[config.mk]
export PLATFORM = sky130hd
export DESIGN_NAME = abc80_tape_in_flat
export DESIGN_NICKNAME = d
export VERILOG_FILES = /design/src/rtl/abc80_tape_pkg.sv /design/src/rtl/abc80_tape_in_if.sv /design/src/rtl/abc80_tape_in_glitch_filter.sv /design/src/rtl/abc80_tape_in.sv /design/src/flat_wrapper.sv
export SDC_FILE = /design/constraint.sdc
export NUM_CORES = 1
export LEC_CHECK = 0
export ABC_CLOCK_PERIOD_IN_PS = 3800
export CORE_ASPECT_RATIO = 0.6
export CORE_MARGIN = 8
export CORE_UTILIZATION = 40
export DETAILED_ROUTE_END_ITERATION = 10
export SLEW_MARGIN = 20
export SYNTH_ARGS = -nofsm -noshare
export SYNTH_HDL_FRONTEND = slang
export SYNTH_SLANG_ARGS = --single-unit
[constraint.sdc]
create_clock -name clk_sys -period 3.8 [get_ports clk_sys]
set_input_delay 0.57 -clock clk_sys [delete_from_list [all_inputs] [get_ports clk_sys]]
set_output_delay 0.57 -clock clk_sys [all_outputs]
set_load 0.05 [all_outputs]
[src/rtl/abc80_tape_pkg.sv]
package abc80_tape_pkg;

  typedef enum logic [1:0] {
    IDLE    = 2'd0,
    LOCKING = 2'd1,
    LOCKED  = 2'd2
  } tape_state_t;

  localparam int unsigned FILT_CYCLES_DEF = 24;
  localparam int unsigned MIN_HALF_DEF    = 600;
  localparam int unsigned MAX_HALF_DEF    = 24000;
  localparam int unsigned LOCK_EDGES_DEF  = 8;
  localparam int unsigned LOSS_EDGES_DEF  = 4;

  function automatic logic [15:0] sat_inc16(input logic [15:0] v);
    return (v == '1) ? v : v + 16'd1;
  endfunction

endpackage

[src/rtl/abc80_tape_in_if.sv]
interface abc80_tape_in_if;

  logic        tape_raw;
  logic        enable;
  logic        cass_in;
  logic        edge_stb;
  logic [15:0] half_period;
  logic        period_valid;
  logic        carrier;
  logic        tape_snd;

  modport master (
    output tape_raw, enable,
    input  cass_in, edge_stb, half_period, period_valid, carrier, tape_snd
  );

  modport slave (
    input  tape_raw, enable,
    output cass_in, edge_stb, half_period, period_valid, carrier, tape_snd
  );

endinterface

[src/rtl/abc80_tape_in_glitch_filter.sv]
module abc80_glitch_filter
  import abc80_tape_pkg::*;
#(
  parameter int unsigned FILT_CYCLES = FILT_CYCLES_DEF
) (
  input  logic clk_sys,
  input  logic reset_n,
  input  logic tape_raw,
  output logic cass_in,
  output logic edge_stb,
  output logic edge_pre
);

  logic       s1_q, s1_d;
  logic       s2_q, s2_d;
  logic       lvl_q, lvl_d;
  logic       tog_q, tog_d;
  logic       cass_q, cass_d;
  logic       edge_q, edge_d;
  logic [7:0] fc_q, fc_d;
  logic       mism;
  logic       fire;

  // Filter decisions are made on lvl; cass_in/edge_stb are the same
  // decisions one register later, so edge_pre lets the meter capture in
  // the very cycle cass_in changes.
  always_comb begin
    s1_d   = tape_raw;
    s2_d   = s1_q;
    mism   = s2_q ^ lvl_q;
    fire   = mism && (fc_q == 8'(FILT_CYCLES - 1));
    fc_d   = (mism && !fire) ? fc_q + 8'd1 : '0;
    lvl_d  = lvl_q ^ fire;
    tog_d  = fire;
    cass_d = lvl_q;
    edge_d = tog_q;
  end

  always_ff @(posedge clk_sys or negedge reset_n) begin
    if (!reset_n) begin
      s1_q   <= 1'b0;
      s2_q   <= 1'b0;
      fc_q   <= '0;
      lvl_q  <= 1'b0;
      tog_q  <= 1'b0;
      cass_q <= 1'b0;
      edge_q <= 1'b0;
    end else begin
      s1_q   <= s1_d;
      s2_q   <= s2_d;
      fc_q   <= fc_d;
      lvl_q  <= lvl_d;
      tog_q  <= tog_d;
      cass_q <= cass_d;
      edge_q <= edge_d;
    end
  end

  assign cass_in  = cass_q;
  assign edge_stb = edge_q;
  assign edge_pre = tog_q;

endmodule

[src/rtl/abc80_tape_in.sv]
module abc80_tape_in
  import abc80_tape_pkg::*;
#(
  parameter int unsigned FILT_CYCLES = FILT_CYCLES_DEF,
  parameter int unsigned MIN_HALF    = MIN_HALF_DEF,
  parameter int unsigned MAX_HALF    = MAX_HALF_DEF,
  parameter int unsigned LOCK_EDGES  = LOCK_EDGES_DEF,
  parameter int unsigned LOSS_EDGES  = LOSS_EDGES_DEF
) (
  input  logic           clk_sys,
  input  logic           reset_n,
  abc80_tape_in_if.slave tif
);

  logic cass_w;
  logic edge_stb_w;
  logic edge_pre;

  abc80_glitch_filter #(
    .FILT_CYCLES(FILT_CYCLES)
  ) u_filt (
    .clk_sys (clk_sys),
    .reset_n (reset_n),
    .tape_raw(tif.tape_raw),
    .cass_in (cass_w),
    .edge_stb(edge_stb_w),
    .edge_pre(edge_pre)
  );

  logic [15:0] pc_q, pc_d;
  logic [15:0] half_q, half_d;
  logic        pv_q, pv_d;
  logic        snd_q, snd_d;
  logic [15:0] hp_now;
  logic        edge_ok;
  logic        timeout;

  tape_state_t state_q, state_d;
  logic [3:0]  lk_q, lk_d;
  logic [3:0]  ls_q, ls_d;
  logic [3:0]  lk_inc, ls_inc;
  logic        armed_q, armed_d;
  logic        carrier;

  // An edge coinciding with pc == MAX_HALF wins; the timeout is suppressed.
  always_comb begin
    hp_now  = sat_inc16(pc_q);
    edge_ok = armed_q && (hp_now >= 16'(MIN_HALF)) && (hp_now <= 16'(MAX_HALF));
    timeout = !edge_pre && (pc_q == 16'(MAX_HALF));
    pc_d    = edge_pre ? '0 : hp_now;
    half_d  = edge_pre ? hp_now : half_q;
    pv_d    = edge_pre ? edge_ok : pv_q;
    snd_d   = cass_w & carrier;
  end

  always_ff @(posedge clk_sys or negedge reset_n) begin
    if (!reset_n) begin
      pc_q   <= '0;
      half_q <= '0;
      pv_q   <= 1'b0;
      snd_q  <= 1'b0;
    end else begin
      pc_q   <= pc_d;
      half_q <= half_d;
      pv_q   <= pv_d;
      snd_q  <= snd_d;
    end
  end

  always_ff @(posedge clk_sys or negedge reset_n) begin
    if (!reset_n) begin
      state_q <= IDLE;
      lk_q    <= '0;
      ls_q    <= '0;
      armed_q <= 1'b0;
    end else begin
      state_q <= state_d;
      lk_q    <= lk_d;
      ls_q    <= ls_d;
      armed_q <= armed_d;
    end
  end

  always_comb begin
    state_d = state_q;
    lk_d    = lk_q;
    ls_d    = ls_q;
    armed_d = armed_q;
    lk_inc  = lk_q + 4'd1;
    ls_inc  = ls_q + 4'd1;
    if (!tif.enable) begin
      state_d = IDLE;
      lk_d    = '0;
      ls_d    = '0;
      armed_d = 1'b0;
    end else begin
      unique case (state_q)
        IDLE: begin
          if (edge_pre) begin
            armed_d = 1'b1;
            if (edge_ok) begin
              state_d = LOCKING;
              lk_d    = 4'd1;
            end
          end
        end
        LOCKING: begin
          if (edge_pre) begin
            if (edge_ok) begin
              lk_d = lk_inc;
              if (lk_inc == 4'(LOCK_EDGES)) begin
                state_d = LOCKED;
                ls_d    = '0;
              end
            end else begin
              state_d = IDLE;
              lk_d    = '0;
              ls_d    = '0;
              armed_d = 1'b0;
            end
          end else if (timeout) begin
            state_d = IDLE;
            lk_d    = '0;
            ls_d    = '0;
            armed_d = 1'b0;
          end
        end
        LOCKED: begin
          if (edge_pre) begin
            if (edge_ok) begin
              ls_d = '0;
            end else if (ls_inc == 4'(LOSS_EDGES)) begin
              state_d = IDLE;
              lk_d    = '0;
              ls_d    = '0;
              armed_d = 1'b0;
            end else begin
              ls_d = ls_inc;
            end
          end else if (timeout) begin
            state_d = IDLE;
            lk_d    = '0;
            ls_d    = '0;
            armed_d = 1'b0;
          end
        end
        default: begin
          state_d = IDLE;
          lk_d    = '0;
          ls_d    = '0;
          armed_d = 1'b0;
        end
      endcase
    end
  end

  always_comb begin
    carrier = (state_q == LOCKED);
  end

  assign tif.cass_in      = cass_w;
  assign tif.edge_stb     = edge_stb_w;
  assign tif.half_period  = half_q;
  assign tif.period_valid = pv_q;
  assign tif.carrier      = carrier;
  assign tif.tape_snd     = snd_q;

endmodule

[src/flat_wrapper.sv]
// flat-port wrapper written by rule: the top's interface ports become plain ports
module abc80_tape_in_flat import abc80_tape_pkg::*;
#(
  parameter int unsigned FILT_CYCLES = FILT_CYCLES_DEF,
  parameter int unsigned MIN_HALF    = MIN_HALF_DEF,
  parameter int unsigned MAX_HALF    = MAX_HALF_DEF,
  parameter int unsigned LOCK_EDGES  = LOCK_EDGES_DEF,
  parameter int unsigned LOSS_EDGES  = LOSS_EDGES_DEF
)
  (clk_sys, reset_n, tif_tape_raw, tif_enable, tif_cass_in, tif_edge_stb, tif_half_period, tif_period_valid, tif_carrier, tif_tape_snd);
  abc80_tape_in_if tif_i ();
  input  logic clk_sys;
  input  logic reset_n;
  input wire logic [$bits(tif_i.tape_raw)-1:0] tif_tape_raw;
  input wire logic [$bits(tif_i.enable)-1:0] tif_enable;
  output wire logic [$bits(tif_i.cass_in)-1:0] tif_cass_in;
  output wire logic [$bits(tif_i.edge_stb)-1:0] tif_edge_stb;
  output wire logic [$bits(tif_i.half_period)-1:0] tif_half_period;
  output wire logic [$bits(tif_i.period_valid)-1:0] tif_period_valid;
  output wire logic [$bits(tif_i.carrier)-1:0] tif_carrier;
  output wire logic [$bits(tif_i.tape_snd)-1:0] tif_tape_snd;
  assign tif_i.tape_raw = tif_tape_raw;
  assign tif_i.enable = tif_enable;
  assign tif_cass_in = tif_i.cass_in;
  assign tif_edge_stb = tif_i.edge_stb;
  assign tif_half_period = tif_i.half_period;
  assign tif_period_valid = tif_i.period_valid;
  assign tif_carrier = tif_i.carrier;
  assign tif_tape_snd = tif_i.tape_snd;
  abc80_tape_in #(.FILT_CYCLES(FILT_CYCLES), .MIN_HALF(MIN_HALF), .MAX_HALF(MAX_HALF), .LOCK_EDGES(LOCK_EDGES), .LOSS_EDGES(LOSS_EDGES)) u_core (.clk_sys(clk_sys), .reset_n(reset_n), .tif(tif_i));
endmodule
==> flow_metrics.env, run 1 <==
export IMPL_outcome="complete, no violations"
export IMPL_io_pins=25
export IMPL_wl_mm=8.26
export IMPL_slew_violations=0
export IMPL_netlist_instances=356
export IMPL_synth_edf_count=0
export IMPL_synth_largest_area_cell="dfrtp_1"
export IMPL_syn_nets=369
export IMPL_die_area_um2=11800
export IMPL_hpwl_mm=5.96
export IMPL_r2r_slack_ns=0.42
export IMPL_clk_root_buffer_cell="clkbuf_16"
export IMPL_min_path_type="in2async"
export IMPL_cp_required_ns=4.01
export IMPL_dpl_cell_area_um2=3710
export IMPL_r2r_end="u_core.ls_q[2]"
export IMPL_rows=26
export IMPL_cp_max_fo=8
export IMPL_p_leak_nw=1.67
export IMPL_place_ws_ns=0.444
export IMPL_antenna_found_initial=0
export IMPL_hold_violations=0
export IMPL_synthSimpleGateAreaFrac_pct=25.7
export IMPL_rr_startpoint="u_core.pc_q[1]"
export IMPL_fin_crit_sh_pct=89.0
export IMPL_dr_pass1_iters=5
export IMPL_ys_seq_area_share_pct=43.6
export IMPL_max_cap_viol_count=0
export IMPL_drtIter0Drc=184
export IMPL_total_power_w=0.00173
export IMPL_worst_slew_pin_slew_ns=0.829
export IMPL_synth_xor_area_share_pct=3.32
export IMPL_rsz0062_at_grt="no"
export IMPL_peakVddDrop_mv=0.287
export IMPL_crit_path_end_kind="register"
export IMPL_die_h_um=87.3
export IMPL_drcViolationCount=0
export IMPL_grt_pass1_vias=2596
export IMPL_routed_via_density=5.60
export IMPL_max_slew_margin_pct=44.7
export IMPL_yosys_warnings=0
export IMPL_cts_tree="built"
export IMPL_synth_adder_area_share_pct=3.32
export IMPL_post_cts_buffers=0
export IMPL_grt_max_degree=38
export IMPL_postSynthAreaPerCell_um2=9.52
export IMPL_setup_viol=0
export IMPL_gp_congestion=0.936
export IMPL_fmax_mhz=296
export IMPL_cts_buffer_depth=2
export IMPL_vias=2772
export IMPL_grt_total_usage_pct=15.2
export IMPL_worstSetupStartpointType="register"
export IMPL_synth_top_area_share_pct=43.6
export IMPL_ys_types=68
export IMPL_ant_nets=0
export IMPL_synthMuxAreaShare_pct=3.10
export IMPL_fin_util_pct=48.2
export IMPL_cts_resized=0
export IMPL_p_per_area_nw_per_um2=430
export IMPL_synth_compound_area_share_pct=16.2
export IMPL_fin_crit_ns=3.38
export IMPL_numClockSinks=59
export IMPL_ctsHoldBuffers=0
export IMPL_setup_worst_path_class="reg2reg"
export IMPL_cts_buffers=9
export IMPL_async_flop_share_pct=100
export IMPL_fin_nets=391
export IMPL_diodes=0
export IMPL_reg2reg_depth=11
export IMPL_clk_pin_slew_ns=0.05
export IMPL_fp_dieW_um=135
export IMPL_synth_top_family_by_area="simple AND/OR/NAND/NOR gates"
export IMPL_setup_ws_ns=0.416
export IMPL_fin_area_um2=4030
export IMPL_drive_above_1_share_pct=13.3
export IMPL_portBuffers=24
export IMPL_yosysMostFrequentCell="dfrtp_1"
export IMPL_grt_overflow=0
export IMPL_cts_htree_levels=3
export IMPL_crit_arrival_ns=3.59
export IMPL_initial_core_util_pct=40.5
export IMPL_synth_area_leaders="dfrtp_1 44%, nor2_1 4.8%, ha_1 3.3%"
export IMPL_synthFlopType="dfrtp_1"
export IMPL_fin_skew_ns=0.00677
export IMPL_synth_area_um2=3390
export IMPL_tns_ns=0
export IMPL_insertion_delay_ns=0.33
export IMPL_grt_first_pass_wirelength_mm=13.9
export IMPL_synth_commonest_cells="59 x dfrtp_1, 43 x nor2_1, 28 x nand2_1, 20 x inv_1, 16 x o21ai_0"
export IMPL_post_drt_wl_per_cell_um=16.7
export IMPL_ys_seq_elements=59
export IMPL_core_um2=8360
export IMPL_syn_to_final_growth_pct=19.0
==> worst max-delay path by stage <==
stage               startpoint             end  slack [ns]  cells past startpoint
5_1_grt         u_core.pc_q[1]  u_core.ls_q[2]        0.11                     11
4_1_cts         u_core.pc_q[1]  u_core.ls_q[2]        0.43                     11
2_1_floorplan   u_core.pc_q[1]  u_core.ls_q[2]        0.81                     11
3_3_place_gp   u_core.pc_q[12]  u_core.lk_q[3]        0.55                     10
3_5_place_dp    u_core.pc_q[1]  u_core.ls_q[2]        0.44                     11
6_report        u_core.pc_q[1]  u_core.ls_q[2]        0.42                     11
==> layer usage <==
layer,wire (µm),vias up,track usage [%]
met5,0,-,0
met4,40,0,4.66
met3,780,6,6.22
met2,3130,110,18.5
met1,4310,1319,22.6
li1,-,1337,-
==> critical path: stages (launching register included) <==
cell and delay (ns):
dfrtp_1 0.45, ha_1 0.37, nand4_4 0.18, nor4_1 0.35
mux2i_1 0.37, nand3_1 0.12, o31a_1 0.29, a31o_2 0.25
o21ai_1 0.15, a311o_1 0.26, nand2_1 0.11, a311o_1 0.35
==> registers in the layout (all words and copies together) (netlist names), named ones only <==
signal and flops:
u_core.state_q 2, u_core.armed_q 1, u_core.u_filt.cass_in 1, u_core.ls_q 4
u_core.pc_q 16, u_core.u_filt.edge_pre 1, u_core.tif.half_period 16, u_core.tif.period_valid 1
u_core.lk_q 4, u_core.u_filt.s2_q 1, u_core.tif.tape_snd 1, u_core.u_filt.edge_stb 1
u_core.u_filt.fc_q 8, u_core.u_filt.s1_q 1
==> through the flow <==
stage	instances	hold WS (ns)
final	495	0.342
after global routing	495	0.357
after CTS	495	0.353
after detailed placement	479	0.341
after global placement	479	0.335
after floorplan	356	0.274
==> cells by family after synthesis <==
logic type,after synthesis
and+or+nand+nor,155
AOI/OAI and AO/OA,74
DFF,59
buffers and inverters,37
xor gates and xnor gates,12
muxes,10
adders and majority gates,9
==> power breakdown <==
part | leakage [nW] | internal, W | switching, W | total, W
clock | 0.163 | 0.000592 | 0.000293 | 0.000885
combinational | 0.703 | 0.0000698 | 0.000122 | 0.000192
sequential | 0.801 | 0.000642 | 0.0000142 | 0.000656
total | 1.67 | 0.00130 | 0.000429 | 0.00173
==> area by class of cell <==
cell class,instances,area [µm²]
Clock inverter,6,87.6
Clock buffer,10,239
Inverter,20,75.1
Fill cell,746,4330
Tap cell,112,140
Sequential cell,59,1480
Multi-Input combinational cell,260,1750
Timing Repair Buffer,28,265
==> placed cells by master (no fill, tap or decap), types with 7 or more instances in the layout <==
master,count
a21oi_1,13
nand2_1,28
xnor2_1,7
dfrtp_1,59
nand3_1,15
clkdlybuf4s50_1,23
nor2_1,43
o21ai_0,16
and3_1,7
inv_1,20
nor3_1,8
nand4_1,11
ha_1,9
clkbuf_16,9
Note: power is estimated with default switching activity, not from simulation.
==> inputs of run 2 (changes only) <==
--- a/config.mk
+++ b/config.mk
@@ -5,7 +5,6 @@
 export SDC_FILE = /design/constraint.sdc
 export NUM_CORES = 1
 export LEC_CHECK = 0
-export ABC_CLOCK_PERIOD_IN_PS = 3800
 export CORE_ASPECT_RATIO = 0.6
 export CORE_MARGIN = 8
 export CORE_UTILIZATION = 40
@@ -14,3 +13,4 @@
 export SYNTH_ARGS = -nofsm -noshare
 export SYNTH_HDL_FRONTEND = slang
 export SYNTH_SLANG_ARGS = --single-unit
+export TNS_END_PERCENT = 30
==> results of run 2 <==
The final DEF is identical to that of run 1; final timing and power are the same.
